File: config.mk
export PLATFORM = sky130hd
export DESIGN_NAME = rx_serial_paralelo_flat
export DESIGN_NICKNAME = d
export VERILOG_FILES = /design/src/rtl/rx_serial_paralelo_pkg.sv /design/src/rtl/rx_serial_paralelo_if.sv /design/src/rtl/rx_serial_paralelo_shifter.sv /design/src/rtl/rx_serial_paralelo.sv /design/src/flat_wrapper.sv
export SDC_FILE = /design/constraint.sdc
export NUM_CORES = 1
export LEC_CHECK = 0
export BUFFER_PORTS_ARGS = -buffer_cell sky130_fd_sc_hd__buf_2
export CORE_ASPECT_RATIO = 0.6
export CORE_MARGIN = 4
export CORE_UTILIZATION = 35
export CTS_CLUSTER_SIZE = 8
export DETAILED_ROUTE_END_ITERATION = 10
export GPL_TIMING_DRIVEN = 1
export MAX_ROUTING_LAYER = met4
export PLACE_DENSITY = 0.53
export SETUP_SLACK_MARGIN = 0.15
export SLEW_MARGIN = 20
export SYNTH_ARGS = -nofsm -noshare
export SYNTH_HDL_FRONTEND = slang
export SYNTH_HIERARCHICAL = 1
export SYNTH_SLANG_ARGS = --single-unit
export TNS_END_PERCENT = 5
File: constraint.sdc
create_clock -name clk_32f -period 2.7 [get_ports clk_32f]
set_input_delay 0.27 -clock clk_32f [delete_from_list [all_inputs] [get_ports clk_32f]]
set_output_delay 0.27 -clock clk_32f [all_outputs]
set_load 0.1 [all_outputs]
File: src/rtl/rx_serial_paralelo_pkg.sv
// Shared constants and types for the RX serial-to-parallel converter.
// Holds the FSM encodings, the K28.5 comma symbol and the counter widths.
package rx_sp_pkg;

  localparam logic [1:0] ST_HUNT   = 2'd0;
  localparam logic [1:0] ST_SYNC   = 2'd1;
  localparam logic [1:0] ST_ACTIVE = 2'd2;

  localparam logic [7:0] K28_5 = 8'hBC;

  localparam int CNT_W      = 3;
  localparam int SYNC_CNT_W = 3;

  // Default number of consecutive aligned commas needed for lock (2..7).
  localparam int SYNC_COMMAS_DEF = 4;

  typedef enum logic [1:0] {
    HUNT   = ST_HUNT,
    SYNC   = ST_SYNC,
    ACTIVE = ST_ACTIVE
  } rx_sp_state_e;

  function automatic logic is_comma(input logic [7:0] win);
    return (win == K28_5);
  endfunction

endpackage

File: src/rtl/rx_serial_paralelo_if.sv
// Serial-in / byte-out bundle of the RX serial-to-parallel converter.
// master drives the serial bit and watches the byte side; slave is the converter.
interface rx_sp_if;

  logic       data_in;
  logic [7:0] data_out;
  logic       valid_out;
  logic       byte_stb;
  logic       active;

  modport master (
    output data_in,
    input  data_out,
    input  valid_out,
    input  byte_stb,
    input  active
  );

  modport slave (
    input  data_in,
    output data_out,
    output valid_out,
    output byte_stb,
    output active
  );

endinterface

File: src/rtl/rx_serial_paralelo_shifter.sv
// Serial shift register and 3-bit bit counter.
// Presents the 8-bit window {sr, data_in} and flags the byte boundary (cnt == 7).
// cnt_clr restarts the bit counter so the next boundary lands 8 edges later.
module rx_sp_shifter
  import rx_sp_pkg::*;
(
  input  logic       clk_32f,
  input  logic       reset,
  input  logic       data_in,
  input  logic       cnt_clr,
  output logic [7:0] w,
  output logic       boundary
);

  logic [6:0]       sr;
  logic [CNT_W-1:0] cnt;

  assign w        = {sr, data_in};
  assign boundary = &cnt;

  // Shift every edge; the counter free-runs unless the FSM re-phases it.
  always_ff @(posedge clk_32f or negedge reset) begin
    if (!reset) begin
      sr  <= '0;
      cnt <= '0;
    end else begin
      sr  <= w[6:0];
      cnt <= cnt_clr ? '0 : cnt + 1'b1;
    end
  end

endmodule

File: src/rtl/rx_serial_paralelo.sv
// RX serial-to-parallel converter with K28.5 comma alignment.
// Locks byte boundaries after SYNC_COMMAS consecutive aligned commas, then
// emits every aligned byte with a one-cycle strobe; commas are never valid.
// Optional macro RX_SP_REALIGN_EN: two misaligned commas in ACTIVE drop lock.
//
// state  | meaning
// HUNT   | searching every edge for a comma; bit counter free-running
// SYNC   | counting aligned commas at byte boundaries
// ACTIVE | locked; aligned bytes delivered at each boundary
module rx_serial_paralelo
  import rx_sp_pkg::*;
#(
  parameter int SYNC_COMMAS = SYNC_COMMAS_DEF
) (
  input  logic   clk_32f,
  input  logic   reset,
  rx_sp_if.slave bus
);

  localparam logic [SYNC_CNT_W-1:0] SYNC_TGT = SYNC_CNT_W'(SYNC_COMMAS);

  rx_sp_state_e          state, state_nxt;
  logic [SYNC_CNT_W-1:0] sync_cnt, sync_cnt_nxt, sync_cnt_inc;
  logic [7:0]            data_q, data_nxt;
  logic                  valid_q, valid_nxt;
  logic                  stb_q, stb_nxt;
  logic                  cnt_clr;
  logic [7:0]            win;
  logic                  boundary;
  logic                  comma;
`ifdef RX_SP_REALIGN_EN
  logic [1:0]            miss_cnt, miss_cnt_nxt;
`endif

  rx_sp_shifter u_shifter (
    .clk_32f  (clk_32f),
    .reset    (reset),
    .data_in  (bus.data_in),
    .cnt_clr  (cnt_clr),
    .w        (win),
    .boundary (boundary)
  );

  assign comma = is_comma(win);

  // Saturate at the lock target so the counter can never wrap.
  assign sync_cnt_inc = (sync_cnt >= SYNC_TGT) ? SYNC_TGT : sync_cnt + 1'b1;

  // State, lock counter and registered byte outputs.
  always_ff @(posedge clk_32f or negedge reset) begin
    if (!reset) begin
      state    <= HUNT;
      sync_cnt <= '0;
      data_q   <= 8'h00;
      valid_q  <= 1'b0;
      stb_q    <= 1'b0;
`ifdef RX_SP_REALIGN_EN
      miss_cnt <= '0;
`endif
    end else begin
      state    <= state_nxt;
      sync_cnt <= sync_cnt_nxt;
      data_q   <= data_nxt;
      valid_q  <= valid_nxt;
      stb_q    <= stb_nxt;
`ifdef RX_SP_REALIGN_EN
      miss_cnt <= miss_cnt_nxt;
`endif
    end
  end

  // Next-state and output decode.
  always_comb begin
    state_nxt    = state;
    sync_cnt_nxt = sync_cnt;
    data_nxt     = data_q;
    valid_nxt    = valid_q;
    stb_nxt      = 1'b0;
    cnt_clr      = 1'b0;
`ifdef RX_SP_REALIGN_EN
    miss_cnt_nxt = miss_cnt;
`endif
    case (state)
      HUNT: begin
        valid_nxt = 1'b0;
        if (comma) begin
          // The comma's last bit sits at cnt == 7 of the new framing.
          cnt_clr      = 1'b1;
          sync_cnt_nxt = SYNC_CNT_W'(1);
          state_nxt    = SYNC;
        end
      end
      SYNC: begin
        valid_nxt = 1'b0;
        if (boundary) begin
          if (comma) begin
            sync_cnt_nxt = sync_cnt_inc;
            if (sync_cnt_inc == SYNC_TGT) state_nxt = ACTIVE;
          end else begin
            sync_cnt_nxt = '0;
            state_nxt    = HUNT;
          end
        end
      end
      ACTIVE: begin
`ifdef RX_SP_REALIGN_EN
        if (miss_cnt == 2'd2) begin
          // Clearing miss_cnt here keeps a later relock from dropping at once.
          state_nxt    = HUNT;
          valid_nxt    = 1'b0;
          sync_cnt_nxt = '0;
          miss_cnt_nxt = '0;
        end else begin
          if (boundary) begin
            data_nxt  = win;
            stb_nxt   = 1'b1;
            valid_nxt = !comma;
          end
          if (comma) miss_cnt_nxt = boundary ? 2'd0 : miss_cnt + 2'd1;
        end
`else
        if (boundary) begin
          data_nxt  = win;
          stb_nxt   = 1'b1;
          valid_nxt = !comma;
        end
`endif
      end
      default: begin
        state_nxt = HUNT;
        valid_nxt = 1'b0;
      end
    endcase
  end

  assign bus.data_out  = data_q;
  assign bus.valid_out = valid_q;
  assign bus.byte_stb  = stb_q;
  assign bus.active    = (state == ACTIVE);

endmodule

File: src/flat_wrapper.sv
// flat-port wrapper written by rule: the top's interface ports become plain ports
module rx_serial_paralelo_flat import rx_sp_pkg::*;
#(
  parameter int SYNC_COMMAS = SYNC_COMMAS_DEF
)
  (clk_32f, reset, bus_data_in, bus_data_out, bus_valid_out, bus_byte_stb, bus_active);
  rx_sp_if bus_i ();
  input  logic clk_32f;
  input  logic reset;
  input wire logic [$bits(bus_i.data_in)-1:0] bus_data_in;
  output wire logic [$bits(bus_i.data_out)-1:0] bus_data_out;
  output wire logic [$bits(bus_i.valid_out)-1:0] bus_valid_out;
  output wire logic [$bits(bus_i.byte_stb)-1:0] bus_byte_stb;
  output wire logic [$bits(bus_i.active)-1:0] bus_active;
  assign bus_i.data_in = bus_data_in;
  assign bus_data_out = bus_i.data_out;
  assign bus_valid_out = bus_i.valid_out;
  assign bus_byte_stb = bus_i.byte_stb;
  assign bus_active = bus_i.active;
  rx_serial_paralelo #(.SYNC_COMMAS(SYNC_COMMAS)) u_core (.clk_32f(clk_32f), .reset(reset), .bus(bus_i));
endmodule
---- After elaboration in Yosys (flattened, before gate mapping) ----
Index checks and enable logic that the tools add are counted.
operators by class
  bitwise logic cells ..................... 1
  add/subtract/negate cells ............... 2
  reduce and logical (&&, ||, !) cells .... 7
  order comparisons ....................... 1
  equal/unequal tests ..................... 8
  mux-type cells .......................... 17
operators with widths
  kind                 count
  $mux 3               5
  $eq 8x8->1 const B   1
  $mux 2               4
  $reduce_and 4->1     2
  $add 3x1->3 const B  2
  $mux 1               6
  $ne 2x1->1 const B   3
  $pmux 2 s3           1
  $pmux 3 s2           1
  $reduce_and 3->1     2
  $eq 3x3->1 const B   1
  $ge 3x3->1 const B   1
  $ne 3x3->1 const B   1
  $eq 2x1->1 const B   1
  $eq 2x2->1 const B   1
  $logic_not 2->1      1
  $reduce_bool 2->1    1
  $logic_not 1->1      1
  $not 1->1            1
storage, ports and cells
  register bits ........................... 25
  input port bits ......................... 3

---- Longest topological paths before layout ----
  depth after elaboration ................. 7
  depth in mapped cells ................... 6
  depth with buffers taken out ............ 6

---- Modules after synthesis ----
The synthesis kept the hierarchy.
by module, submodules not included
  module              cells each  seq. area each (sq um)  times used  area an instance (sq um)
  rx_serial_paralelo  59          375.4                   1           694.4
  rx_sp_shifter       16          250.2                   1           299.0

---- Worst setup path before layout ----
No wires, ideal clock.
  path type ............................... flip-flop to flip-flop
  start point ............................. reg u_core.state[0]
  end point ............................... reg u_core.data_q[0] (netlist: u_core/bus.data_out[0])
  data required time ...................... 2.572 ns
  setup slack ............................. 0.855 ns
  buffers on the path ..................... 1
  library setup time ...................... 0.128 ns
  cell stages (with the launch flop) ...... 6
  arrival time ............................ 1.717 ns
  period minus slack after synthesis ...... 1.845 ns
  path through ............................ dfrtp_1 -> clkbuf_1 -> nand2b_1 -> inv_2 -> nand2_1 -> mux2_1
on the way
  word-level cells in the longest chain between the ends .. 2
RTL lines
  element                     RTL line                  RTL
  start: declaration          rx_serial_paralelo.sv:22  rx_sp_state_e state, state_nxt;
  start signal: assignment    rx_serial_paralelo.sv:61  state <= state_nxt;
  $eq 2x2->1                  --
  via bus_active              flat_wrapper.sv:14        output wire logic [$bits(bus_i.active)-1:0] bus_active;
  $reduce_and 4->1 (no line)  --
  end signal: assignment      rx_serial_paralelo.sv:63  data_q <= data_nxt;
  end: declaration            rx_serial_paralelo.sv:24  logic [7:0] data_q, data_nxt;
The timed path passes the listed nets, and every way through them passes these cells.
A chain may end at the register's enable or synchronous reset.

---- Worst setup path in the final report ----
  start point ............................. reg u_core.state[0]
  end point ............................... out bus_active
on the way
  word-level cells in the longest chain between the ends .. 1
RTL lines
  element           RTL line                   RTL
  $eq 2x2->1        rx_serial_paralelo.sv:139  assign bus.active = (state == ACTIVE);
  end: declaration  flat_wrapper.sv:14
Every way passes these cells.

==> results.cfg <==
[status]
status = finished clean

[grt]
overflow = 0
antenna_found_initial = 0
grt_pass1_wl_mm = 2.66
grt_max_degree = 26
grt_pass1_vias = 542
grt.total_usage_pct = 9.29

[route]
drtIter0Drc = 32
drtAntennaViolNets = 0
wl_met2_um = 613
drt-pass1-iter-count = 5
drc = 0
detail_route.vias_per_cell = 4.85
top_layer = met4
met3RoutedLength_um = 86
drt_wl_total_mm = 1.52
wirelength_met1_um = 812
wl_per_cell_um = 12.5
dr_total_vias = 592

[final_layout]
area_delta_synth_final_pct = 13.9
design_area_sq_mm = 0.00113
fin_nets = 98
drive_above_1_share_pct = 21.1
mostFrequentLayoutCells = 25 x dfrtp_1, 13 x buf_2, 7 x mux2_1
fillers = 244
final_util_pct = 43.3
antenna_cells = 0
final_common_cell = dfrtp_1

[worst_setup_path]
cp-end-kind = output port
worstPathMaxFanout = 8
required_ns = 2.43
cp_num_buf_inv = 2
cp_slowest_stage_delay_ns = 0.46
path_class = flop to output port
crit_slowest_cell = dfrtp_1
cp-start-kind = flop
crit_arrival_ns = 1.44
cp_top_family = buffers and inverters
crit_path_cell_trace = nand2b_1, inv_2, buf_2

[power_and_ir_drop]
ir_drop_mv = 0.463
pwr-share-comb_pct = 11.5
internal_power_mw = 0.549
p_clk_share_pct = 29.5
pwr-share-seq_pct = 59.0
p_sw_mw = 0.171
p_leak_nw = 0.586
pwr_density_cell_mw_per_mm2 = 637
switching_share_pct = 23.8

[cts]
cts_root_buffer = clkbuf_8
clkLatencyLatePin_ns = 0.26
numCtsBuffers = 3
cts_tree = yes
cts_buffer_depth = 2
cts_resized = 0
clk_pin_slew_ns = 0.08
htreeDepth = 1
clock_sinks = 25

[die]
coreArea_sq_mm = 0.00261
die_area_sq_mm = 0.00378
std_cell_rows = 14
die_w_um = 76.8
pin_count = 14
die_y_um = 49.3
start_util_pct = 38.1

[sta]
period_share_pct = 63.2
period_minus_slack_ns = 1.71
whs_ns = 0.156
fmaxAchievable_mhz = 586
fin_tns_setup_ns = 0
rsz0062_at_grt = false
hold_viol = 0
finalSetupViolations = 0
worst_pin_slew_ns = 0.533
clock_skew_ns = 0.00422
slew_viol_final = 0
relSlewSlack_pct = 64.5

[synthesis]
yosysWarnings = 6
syn-cell-area_sq_um = 993
synthCells = 75
syn_avg_cell_area_sq_um = 13.2
synth_cell_types = 27
synth_nets = 82
ys_seq_area_share_pct = 63.0
synth_seq_cells = 25

[placement]
dp_hpwl_mm = 1.15
place_congestion = 0.812
portBuffers = 13
dpl_cell_area_sq_mm = 0.00108

[flow_run]
drv_cap = 0

[hold_path]
min_path_type = input port to flop
==> metal layers <==
layer  up-vias  global-route usage (%)
met1       284                    13.8
met4         0                    1.81
li1        294                       -
met5         -                       -
met2        12                    10.8
met3         2                    4.61
==> cell families after synthesis <==
logic type,synth area share (%)
xor+xnor,0.882
buf+inv,4.91
mux,9.07
simple gates,10.5
flops,63.0
fa+ha+maj,5.04
compound gates,6.68
==> cell type report <==
class | count | area (sq um) | area share (%)
sequential | 25 | 626 | 55.3
inverter | 7 | 26.3 | 2.32
multi-input combinational | 40 | 319 | 28.2
clock buffer | 4 | 45.0 | 3.98
tap | 32 | 40.0 | 3.54
timing repair buffer | 14 | 75.1 | 6.64
==> power by group through the flow <==
stage / Sequential (mW) / Combinational (mW) / Clock (mW)
floorplan: 0.431 / 0.0592 / 0
global placement: 0.433 / 0.0807 / 0
detailed placement: 0.433 / 0.0816 / 0
CTS: 0.425 / 0.0860 / 0.218
global route: 0.430 / 0.100 / 0.240
finish: 0.425 / 0.0830 / 0.212
==> metrics by stage <==
stage | setup WS (ns) | instances | power, mW
after global placement | 1.05 | 117 | 0.513
after CTS | 0.983 | 122 | 0.729
after global routing | 0.907 | 122 | 0.770
after detailed placement | 1.05 | 117 | 0.514
after floorplan | 0.855 | 75 | 0.491
final | 0.995 | 122 | 0.720
==> state kept, by name, indices dropped and copies added (netlist names) <==
register,flops
u_core/u_shifter/sr,7
u_core/u_shifter/cnt,3
u_core/bus.byte_stb,1
u_core/sync_cnt,3
u_core/bus.data_out,8
u_core/bus.valid_out,1
u_core/state,2
==> cell usage after synthesis (all sizes together) <==
| cell type | number | area (sq um) |
|---|---|---|
| nor3 | 2 | 10.0 |
| o311ai | 1 | 8.76 |
| a221o | 1 | 10.0 |
| nand4 | 1 | 6.26 |
| mux2 | 8 | 90.1 |
| or4 | 1 | 11.3 |
| clkbuf | 1 | 3.75 |
| nor4b | 1 | 8.76 |
| buf | 2 | 18.8 |
| nor2b | 2 | 12.5 |
| nand2b | 3 | 18.8 |
| o41ai | 2 | 17.5 |
| ha | 4 | 50.1 |
| a21boi | 1 | 7.51 |
| nand2 | 2 | 7.51 |
| nor2 | 4 | 15.0 |
| nand3 | 1 | 5.00 |
| dfrtp | 25 | 626 |
| o21ai | 2 | 10.0 |
| and3b | 1 | 8.76 |
| a21oi | 1 | 5.00 |
| a21o | 1 | 7.51 |
| xor2 | 1 | 8.76 |
| inv | 7 | 26.3 |
==> what timing repair did <==
action                    CTS  global route
hold buffers                1             0
buffers inserted            0             0
hold endpoints to repair   24             0
==> worst paths after layout <==
path | from | end | slack (ns) | cells after the start
worst max-delay path | u_core/state[0]$_DFFE_PN0P_ | bus_active | 0.99 | 3
worst min-delay path | bus_data_in | u_core/u_shifter/sr[0]$_DFF_PN0_ | 0.16 | 1
worst max register to register | u_core/u_shifter/sr[5]$_DFF_PN0_ | u_core/sync_cnt[2]$_DFFE_PN0P_ | 1.04 | 4
worst min register to register | u_core/u_shifter/sr[5]$_DFF_PN0_ | u_core/u_shifter/sr[6]$_DFF_PN0_ | 0.40 | 0
max in group asynchronous | reset | u_core/u_shifter/sr[4]$_DFF_PN0_ | 1.83 | 2
min in group asynchronous | reset | u_core/u_shifter/sr[1]$_DFF_PN0_ | 0.52 | 2
No activity file was read; power rests on OpenSTA's default activity.
